$ cat config.mk
export PLATFORM = sky130hd
export DESIGN_NAME = serial_pattern_tx
export DESIGN_NICKNAME = d
export VERILOG_FILES = /design/src/rtl/serial_pattern_tx.sv
export SDC_FILE = /design/constraint.sdc
export NUM_CORES = 1
export LEC_CHECK = 0
export BUFFER_PORTS_ARGS = -buffer_cell sky130_fd_sc_hd__buf_2
export CORE_MARGIN = 5
export CORE_UTILIZATION = 35
export DETAILED_ROUTE_END_ITERATION = 12
export HOLD_SLACK_MARGIN = 0.12
export PLACE_DENSITY = 0.57
export SYNTH_ARGS = -nofsm -noshare
export SYNTH_HDL_FRONTEND = slang
export SYNTH_SLANG_ARGS = --single-unit
$ cat constraint.sdc
create_clock -name clock -period 3.5 [get_ports clock]
set_clock_uncertainty 0.05 [all_clocks]
set_input_delay 0.525 -clock clock [delete_from_list [all_inputs] [get_ports clock]]
set_output_delay 0.525 -clock clock [all_outputs]
set_load 0.02 [all_outputs]
$ cat src/rtl/serial_pattern_tx.sv
// serial_pattern_tx: loads a WIDTH-bit word on a one-cycle load strobe and
// shifts it out MSB first on d, holding each bit for HOLD clocks.
// Ports: clock, reset (sync, active-high), load, data[WIDTH-1:0] in;
//        ready (idle), d (serial bit), valid (d is payload), done (end pulse) out.
module serial_pattern_tx #(
  parameter int WIDTH = 8,
  parameter int HOLD  = 1
) (
  input  logic             clock,
  input  logic             reset,
  input  logic             load,
  input  logic [WIDTH-1:0] data,
  output logic             ready,
  output logic             d,
  output logic             valid,
  output logic             done
);

  localparam int BW = $clog2(WIDTH);
  localparam int HW = (HOLD > 1) ? $clog2(HOLD) : 1;

  localparam logic [BW-1:0] BLAST = BW'(WIDTH - 1);
  localparam logic [HW-1:0] HLAST = HW'(HOLD - 1);

  localparam logic [1:0] IDLE  = 2'd0;
  localparam logic [1:0] SHIFT = 2'd1;
  localparam logic [1:0] DONE  = 2'd2;

  logic [1:0]       state;
  logic [WIDTH-1:0] sreg;
  logic [BW-1:0]    bit_cnt;
  logic [HW-1:0]    hold_cnt;

  // sreg[WIDTH-1] is always the bit currently on d; the next bit to
  // present is therefore sreg[WIDTH-2] before the shift takes effect.
  always_ff @(posedge clock) begin
    if (reset) begin
      state    <= IDLE;
      ready    <= 1'b1;
      d        <= 1'b0;
      valid    <= 1'b0;
      done     <= 1'b0;
      sreg     <= '0;
      bit_cnt  <= '0;
      hold_cnt <= '0;
    end else begin
      case (state)
        IDLE: begin
          done <= 1'b0;
          if (load) begin
            state    <= SHIFT;
            sreg     <= data;
            d        <= data[WIDTH-1];
            valid    <= 1'b1;
            ready    <= 1'b0;
            bit_cnt  <= '0;
            hold_cnt <= '0;
          end
        end
        SHIFT: begin
          if (hold_cnt == HLAST) begin
            hold_cnt <= '0;
            if (bit_cnt == BLAST) begin
              state   <= DONE;
              done    <= 1'b1;
              valid   <= 1'b0;
              d       <= 1'b0;
              bit_cnt <= '0;
            end else begin
              bit_cnt <= bit_cnt + 1'b1;
              sreg    <= {sreg[WIDTH-2:0], 1'b0};
              d       <= sreg[WIDTH-2];
            end
          end else begin
            hold_cnt <= hold_cnt + 1'b1;
          end
        end
        DONE: begin
          state <= IDLE;
          done  <= 1'b0;
          ready <= 1'b1;
          sreg  <= '0;
        end
        default: begin
          state <= IDLE;
          ready <= 1'b1;
          d     <= 1'b0;
          valid <= 1'b0;
          done  <= 1'b0;
        end
      endcase
    end
  end

endmodule

==> metrics.txt <==
status=completed; XOR/XNOR Fraction of Synth Area=0; pre-CTS WS=1.78 ns; WL final=1540 um; post-route antenna net violation count=0; Cell variety after synth=32; Die ar.=0.00336 mm2; Simple-Gate Fraction of Synth Area=0.165; Seq/Total Area, Yosys=0.398; Post-Syn Area=805 um2; required time worst endpoint=3.66 ns; yosys warns=0; Fmax=572 MHz; final setup TNS=0 ns; Final WS setup=1.75 ns; total grt overflow=0; P_leak=0.389 nW; clk_lat worst skew=0.28 ns; CTS Buffer Depth=2; multiplexer share of the synthesized area=0.0124; port buffer count=14; Total GRT Usage=0.103; critical path class=reg -> reg; n_diodes=0; Synth Instances=84; final period utilization=0.500; Area contributors post-synth=dfxtp_1 40%, ha_1 11%, o2bb2ai_1 6.5%; Fin. Hold Viols=0; Reg clk slew, reported paths=0.09 ns; main combinational cell family by area after synthesis=compound AO/OA/AOI/OAI gates; initial core utilization=0.364; most common cell after layout, fill and taps aside=dfxtp_1; first-pass GRT wire length=2690 um; Data arrival, critical path=1.91 ns; max incr delay on CP=0.39 ns; Layout Cells excl Fill=124; MaxCap Viol Count=0; initial antenna violation count=0; TritonCTS clock tree=yes; highest routed layer=met4; Max-slew headroom=0.635; routed vias=630; hold_buf cts=0; CP top delay family=compound AO/OA/AOI/OAI gates; Final min period=1.75 ns; area grow syn2layout=12.0%; post-CTS setup buffers=0; WP buf/inv=1; die height=57.9 um; CP max FO=17; Routed met2 length=683 um; Std-Cell Rows=17; vias in the first global route=601; # H-tree levels=1; DR vias/cell=5.08; cts repair resizes=0; Core Footprint=0.00221 mm2; largest area contributor in the netlist=dfxtp_1; Num CTS Buffers=3; chip width=57.9 um; worst path cell trace=inv_1 > ha_1 > a21oi_1 > nand3_1 > o2bb2ai_1; DR WL/cell=12.4 um; slowest CP cell=dfxtp_1; Max Slew Vio Count=0; Mean Syn Cell Area=9.58 um2; Initial DRC Count=20; nets=116; Worst Tran Pin Value=0.547 ns; Compound-Gate Fraction of Synth Area=0.252; Crit. End Element=register; largest net degree at the start of global routing=18; commonest cells after routing, fill and taps aside=16 x dfxtp_1, 14 x buf_2, 7 x nor2b_1, 7 x a31oi_1, 7 x ha_1; Hold Path Class=reg -> reg; TritonRoute pass-1 iters=4; IO Count=15; fill count=240; Final setup viols=0; PD cells=407 mW/mm2; CTS root buf=clkbuf_4; GPL Wtd Cong=0.693; post-DP HPWL=1190 um; Post-Synth Adder-Cell Area=0.109; sequential cell area=320 um2; area occupied by multi-input gates=433 um2; Placed Cells=121; Clock Sinks=16; share of layout cells above drive strength 1=0.208; metal1 wirelength=735 um; Worst VDD drop=0.212 mV; top-area cell type share of the netlist area=0.398; register bit total from synthesis=16; Worst Setup Start Kind=register; post-synthesis net count=102; DRC Markers=0; routed length on met3=109 um; RSZ-0062 raised after global routing=false
[cells in the mapped netlist]
master	number
clkbuf_8	1
inv_1	4
clkbuf_1	2
a21oi_2	1
nand4b_1	1
a31oi_1	7
a21boi_0	1
a21oi_1	6
ha_1	7
o21ai_1	1
buf_2	2
a311oi_1	1
a32oi_1	1
a211oi_1	1
o21a_1	1
and2b_4	1
nor3_1	2
clkinv_2	1
nor2_1	2
nand3b_1	1
nand2_1	2
o2bb2ai_1	6
nor2b_1	7
o21ai_0	1
nand2b_1	2
or4b_1	1
mux2i_1	1
o211a_1	1
nand3_1	1
and4b_1	1
o211ai_1	1
dfxtp_1	16
[sequential cells by signal, indices dropped and copies added (netlist names)]
signal and count:
done 1, valid 1, bit_cnt 3, d 1, state 2, ready 1
sreg 7
[through the flow]
step / total power, mW / util / hold WS (ns) / area (um2)
after floorplan: 0.259 / - / 0.382 / 805
after global placement: 0.277 / 0.397 / 0.400 / 878
after detailed placement: 0.276 / 0.397 / 0.403 / 878
after CTS: 0.374 / 0.407 / 0.419 / 901
after global routing: 0.390 / 0.407 / 0.437 / 901
final: 0.367 / 0.407 / 0.421 / 901
[area by class of cell]
cell class	count	area share
sequential	16	0.356
multi-input combinational	58	0.481
inverter	5	0.0222
tap	28	0.0389
clock buffer	3	0.0250
timing repair buffer	14	0.0778
[power by group]
| group | leakage [nW] | switching (mW) | total, mW | internal, mW |
|---|---|---|---|---|
| combinational | 0.244 | 0.0401 | 0.0694 | 0.0294 |
| clock | 0.0138 | 0.0554 | 0.0954 | 0.0400 |
| sequential | 0.131 | 0.00714 | 0.202 | 0.195 |
| total | 0.389 | 0.103 | 0.367 | 0.264 |
[kinds of logic after synthesis]
kind of cell | Yosys count
AO/OA/AOI/OAI | 29
AND/OR/NAND/NOR | 21
flip-flops | 16
buffers and inverters | 10
adder cells (fa/ha/maj) | 7
multiplexers | 1
[per-layer routing]
metal  vias to the layer above  track usage
li1                        337            -
met1                       275        0.132
met2                        16        0.152
met3                         2       0.0468
met4                         0       0.0397
met5                         -            0
[worst paths after layout]
kind                                       startpoint              endpoint  slack, ns  cells past startpoint
worst max-delay path            state[1]$_SDFFE_PP0P_  sreg[3]$_SDFFE_PP0P_       1.75                      5
worst min-delay path             sreg[4]$_SDFFE_PP0P_  sreg[4]$_SDFFE_PP0P_       0.42                      1
worst max register to register  state[1]$_SDFFE_PP0P_  sreg[3]$_SDFFE_PP0P_       1.75                      5
worst min register to register   sreg[4]$_SDFFE_PP0P_  sreg[4]$_SDFFE_PP0P_       0.42                      1
Power figures use the tool's default switching activity.
